**config.mk**
```make
export PLATFORM = sky130hd
export DESIGN_NAME = vga_sync_timing
export DESIGN_NICKNAME = d
export VERILOG_FILES = /design/src/rtl/vga_sync_timing.sv
export SDC_FILE = /design/constraint.sdc
export NUM_CORES = 1
export LEC_CHECK = 0
export CORE_MARGIN = 1
export CORE_UTILIZATION = 39
export DETAILED_ROUTE_END_ITERATION = 12
export GPL_ROUTABILITY_DRIVEN = 1
export PLACE_DENSITY_LB_ADDON = 0.15
export SYNTH_ARGS = -nofsm -noshare
export SYNTH_HDL_FRONTEND = slang
export SYNTH_SLANG_ARGS = --single-unit
```
**constraint.sdc**
```tcl
create_clock -name Clk -period 2.6 [get_ports Clk]
set_clock_uncertainty 0.15 [all_clocks]
set_input_delay 0.65 -clock Clk [delete_from_list [all_inputs] [get_ports Clk]]
set_output_delay 0.65 -clock Clk [all_outputs]
set_load 0.005 [all_outputs]
```
**src/rtl/vga_sync_timing.sv**
```systemverilog
// VGA sync/blanking timing stage.
// Decodes the free-running XY pixel counters into registered sync, blanking,
// line/frame strobes, a frame counter and the vertical phase. Every output is
// registered, so all of them lag the counters by exactly one pixel clock and
// stay aligned with the delayed PixelX/PixelY coordinates.
module vga_sync_timing #(
  parameter int unsigned H_ACTIVE     = 640,
  parameter int unsigned H_SYNC_START = 720,
  parameter int unsigned H_SYNC_END   = 736,
  parameter int unsigned H_TOTAL      = 768,
  parameter int unsigned V_ACTIVE     = 480,
  parameter int unsigned V_SYNC_START = 500,
  parameter int unsigned V_SYNC_END   = 502,
  parameter int unsigned V_TOTAL      = 512,
  parameter logic        SYNC_POL     = 1'b0,
  parameter int unsigned FRAME_W      = 8
) (
  input  logic               Clk,
  input  logic               Rst_n,
  input  logic [9:0]         CounterX,
  input  logic [8:0]         CounterY,
  output logic               HSync,
  output logic               VSync,
  output logic               DisplayOn,
  output logic [9:0]         PixelX,
  output logic [8:0]         PixelY,
  output logic               LineStart,
  output logic               FrameStart,
  output logic [FRAME_W-1:0] FrameCount,
  output logic [1:0]         VState
);

  // Vertical phase of the line currently being scanned.
  typedef enum logic [1:0] {
    V_ACT   = 2'd0,
    V_FRONT = 2'd1,
    V_SYNC  = 2'd2,
    V_BACK  = 2'd3
  } vstate_e;

  // Timing constants sized to the counter widths so every compare is unsigned
  // at the input width. Vertical constants use 10 bits because the "next line"
  // value can momentarily reach V_TOTAL before it wraps.
  localparam logic [9:0] H_ACTIVE_C = 10'(H_ACTIVE);
  localparam logic [9:0] H_SS_C     = 10'(H_SYNC_START);
  localparam logic [9:0] H_SE_C     = 10'(H_SYNC_END);
  localparam logic [9:0] H_LAST_C   = 10'(H_TOTAL - 1);
  localparam logic [9:0] V_ACTIVE_C = 10'(V_ACTIVE);
  localparam logic [9:0] V_SS_C     = 10'(V_SYNC_START);
  localparam logic [9:0] V_SE_C     = 10'(V_SYNC_END);
  localparam logic [9:0] V_TOTAL_C  = 10'(V_TOTAL);

  logic               hsync_d, hsync_q;
  logic               vsync_d, vsync_q;
  logic               display_on_d, display_on_q;
  logic [9:0]         pixel_x_d, pixel_x_q;
  logic [8:0]         pixel_y_d, pixel_y_q;
  logic               line_start_d, line_start_q;
  logic               frame_start_d, frame_start_q;
  logic [FRAME_W-1:0] frame_count_d, frame_count_q;
  vstate_e            vstate_d, vstate_q;

  logic [9:0]         y_wide;
  logic [9:0]         next_line;
  vstate_e            next_phase;

  // Phase that the following line belongs to, with wrap after the last line.
  always_comb begin
    y_wide    = {1'b0, CounterY};
    next_line = y_wide + 10'd1;
    if (next_line >= V_TOTAL_C) begin
      next_line = 10'd0;
    end
    if (next_line < V_ACTIVE_C) begin
      next_phase = V_ACT;
    end else if (next_line < V_SS_C) begin
      next_phase = V_FRONT;
    end else if (next_line < V_SE_C) begin
      next_phase = V_SYNC;
    end else begin
      next_phase = V_BACK;
    end
  end

  // Decode the sampled counters into the next value of every registered output.
  always_comb begin
    hsync_d       = ((CounterX >= H_SS_C) && (CounterX < H_SE_C)) ? SYNC_POL : ~SYNC_POL;
    vsync_d       = ((y_wide >= V_SS_C) && (y_wide < V_SE_C)) ? SYNC_POL : ~SYNC_POL;
    display_on_d  = (CounterX < H_ACTIVE_C) && (y_wide < V_ACTIVE_C);
    pixel_x_d     = CounterX;
    pixel_y_d     = CounterY;
    line_start_d  = (CounterX == 10'd0);
    frame_start_d = (CounterX == 10'd0) && (CounterY == 9'd0);
    frame_count_d = frame_count_q;
    vstate_d      = vstate_q;
    if (frame_start_d) begin
      frame_count_d = frame_count_q + 1'b1;
      vstate_d      = V_ACT;
    end else if (CounterX == H_LAST_C) begin
      vstate_d      = next_phase;
    end
  end

  // Output registers; reset puts sync lines at their idle level and clears the rest.
  always_ff @(posedge Clk or negedge Rst_n) begin
    if (!Rst_n) begin
      hsync_q       <= ~SYNC_POL;
      vsync_q       <= ~SYNC_POL;
      display_on_q  <= 1'b0;
      pixel_x_q     <= '0;
      pixel_y_q     <= '0;
      line_start_q  <= 1'b0;
      frame_start_q <= 1'b0;
      frame_count_q <= '0;
      vstate_q      <= V_ACT;
    end else begin
      hsync_q       <= hsync_d;
      vsync_q       <= vsync_d;
      display_on_q  <= display_on_d;
      pixel_x_q     <= pixel_x_d;
      pixel_y_q     <= pixel_y_d;
      line_start_q  <= line_start_d;
      frame_start_q <= frame_start_d;
      frame_count_q <= frame_count_d;
      vstate_q      <= vstate_d;
    end
  end

  assign HSync      = hsync_q;
  assign VSync      = vsync_q;
  assign DisplayOn  = display_on_q;
  assign PixelX     = pixel_x_q;
  assign PixelY     = pixel_y_q;
  assign LineStart  = line_start_q;
  assign FrameStart = frame_start_q;
  assign FrameCount = frame_count_q;
  assign VState     = vstate_q;

endmodule

```
==> key figures <==
Synth
  – Most common cell in the synthesized netlist: dfrtp_1
  – Cell variety after synth: 39
  – Post-synth top flop: dfrtp_1
  – Leading area contributor after synthesis: dfrtp_1
  – Syn Area/Cell: 12.5 sq um
  – Yosys top cell area share: 56.8%
  – Post-Syn Instances: 113
  – Number of synthesized flops with an enable pin: 0
  – Post-synthesis cell area: ~1400 sq um
  – Post-Syn Nets: 137
  – Top post-synthesis cells by count: dfrtp_1 (32), nand4_1 (9), nor2_1 (7)
  – Area contributors post-synth: dfrtp_1 (57%), nand4_1 (4.0%), dfstp_2 (3.7%)
  – Synth Register Bits: 34
  – Sequential area share after synthesis: between 60% and 70%
  – Async SR Flop Fraction: 100%
  – Yosys warns: 0

STA
  – Crit path time final: around 2200 ps
  – Fin. max-slew vios: 0
  – Worst-margin pin slew: 416 ps
  – Final setup fails: 0
  – Final hold viol count: 0
  – Hold slack: 346 ps
  – Final period util: 86.0%
  – RSZ-0062 raised after global routing: false
  – Max Freq: 447 MHz
  – Max_slew headroom: 72.2%
  – Final WS setup: around 360 ps

Clock network
  – Clk sink count: 34
  – Worst-path clk slew: 110 ps
  – TritonCTS buffer count: 5
  – TritonCTS clock tree: done
  – Hold_buf cts: 0
  – Cts repair resizes: 0
  – H-tree levels: 2
  – Root Buffer: clkbuf_4
  – Clock latency on the worst-skew pair: 330 ps
  – Post-CTS setup buffer count: 0
  – Max clock buf depth: 2

Worst hold path
  – Worst hold path class: register to register

Setup path
  – Slowest-stage cell, CP: or4_4
  – R2R Setup Slk: 1290 ps
  – CP Max Fanout: 4
  – Max incr delay on CP: 540 ps
  – Critical path endpoint category: register
  – Critical path cell sequence: clkdlybuf4s50_1, ha_1, or4_4, o211ai_2, nand3b_1, a22o_1
  – Critical Path AT: 2320 ps
  – Critical Path RT: 2680 ps
  – CP Launch Type: primary input
  – CP Class: primary input to register

Power
  – Internal power: 0.821 mW
  – Reg power frac: 52.0%
  – Comb power frac: 12.5%
  – Clock Power Share: 35.5%
  – Tot Pwr: 1.06 mW
  – Switching Fraction: 22.3%
  – Peak supply drop: 0.000296 V
  – Power Density: 490 nW/um^2
  – Static Leak: 0.936 nW
  – Sw Pwr: 0.235 mW

Placement
  – DP HPWL: around 2.2 mm
  – RD Place Congestion: around 0.92
  – Port Buffers: 54
  – Dpl ws: -6.39 ps
  – Placed inst area: 2080 sq um

Floorplanning
  – CORE AREA: 3390 sq um
  – Initial core utilization: 41.6%
  – Die width: 62.1 um
  – Die area: 3860 sq um
  – Chip height: 62.1 um
  – Row count: 21
  – Ports: 55

Flow run
  – Max-cap violation count: 0

Route
  – Residual DRC: 0
  – Total iterations of the first detailed-routing run: 5
  – Drt wl/cell: 12.9 um
  – Via density: approximately 4.8
  – Via count: roughly 1100
  – Post-route ant nets: 0
  – Drt initial violations: 24
  – Routed Wire Length: 2.99 mm

Global route
  – Initial antenna violation count: 0
  – Largest net degree at the start of global routing: 35
  – Grt total ovfl: 0
  – Gr usage total: approximately 17%
  – Number of global-route vias before repair: 1115
  – First-pass GRT wire length: 5.04 mm

Final layout
  – Synth-to-layout area growth: 53.0%
  – Design area: 2160 sq um
  – Share of cells above drive strength 1: 17.3%
  – Antenna diode count: 0
  – NumNets Final: 208

Outcome
  – Status: finished, final reports clean
[flip-flops by register name, indices dropped and copies added, names as in the netlist]
signal	flops
HSync	1
PixelX	10
LineStart	1
DisplayOn	1
FrameStart	1
VSync	1
VState	2
PixelY	9
FrameCount	8
[worst max-delay path, delay by kind of cell]
kind            cells  cell delay (ps)
simple gates        2              640
buf+inv             1              470
compound gates      2              300
fa+ha+maj           1              260
[through the flow]
step	utilization, %	TNS (ps)	std cells
final	63.6	0	231
after global routing	63.6	0	231
after CTS	63.6	0	231
after detailed placement	61.3	-6.39	223
after global placement	61.3	0	223
after floorplan	-	0	113
[layer usage]
layer | vias to the layer above | part of all wire (%) | global-route usage [%]
met4 | 0 | 1.5 | 6.98
met1 | 520 | 42 | 18.7
li1 | 551 | - | -
met2 | 41 | 52 | 30.8
met5 | - | 0 | 0
met3 | 6 | 4.7 | 5.33
[cells in the final DEF (no fill, tap or decap), types with 2 or more instances in the layout]
master           count
clkdlybuf4s50_1     54
dfrtp_1             32
buf_4               14
nand4_1              9
nor2_1               7
nand2_1              6
xnor2_1              6
inv_1                5
clkbuf_4             5
nand3_1              3
or3_1                3
o21ai_0              3
and3_1               3
ha_1                 3
dfstp_2              2
nor4_1               2
nand2_2              2
nand3b_1             2
clkinv_2             2
[power by group through the flow]
stage | logic (mW) | registers (mW) | clock network (mW)
floorplan | 0.0289 | 0.562 | 0
global placement | 0.132 | 0.560 | 0
detailed placement | 0.133 | 0.560 | 0
CTS | 0.134 | 0.549 | 0.389
global route | 0.144 | 0.551 | 0.409
finish | 0.132 | 0.549 | 0.375
[kinds of logic (layout without fill, tap and decap cells)]
kind of cell	Yosys count	count (layout)	synth area share, %
mux	2	2	1.51
fa+ha+maj	3	3	2.66
flops	34	34	60.6
simple gates	46	46	20.1
buf+inv	9	81	3.73
xor+xnor	7	7	4.35
compound gates	12	12	7.10
[worst paths after layout]
| kind | start | to | cells after the start |
|---|---|---|---|
| min | FrameCount[7]$_DFFE_PN0P_ | FrameCount[7]$_DFFE_PN0P_ | 1 |
| max in group asynchronous | Rst_n | VSync$_DFF_PN1_ | 2 |
| max reg2reg | FrameCount[0]$_DFFE_PN0P_ | FrameCount[1]$_DFFE_PN0P_ | 2 |
| min reg2reg | FrameCount[7]$_DFFE_PN0P_ | FrameCount[7]$_DFFE_PN0P_ | 1 |
| max | CounterY[0] | VState[0]$_DFFE_PN0P_ | 6 |
| min in group asynchronous | Rst_n | PixelX[4]$_DFF_PN0_ | 2 |
[final cells by class]
type,instances,area [sq um]
inverter,5,18.8
fill,263,1230
timing repair buffer,68,646
clock inverter,3,40.0
sequential,34,853
tap,46,57.6
clock buffer,5,37.5
multi-input combinational,70,503
No activity file was read; power rests on OpenSTA's default activity.
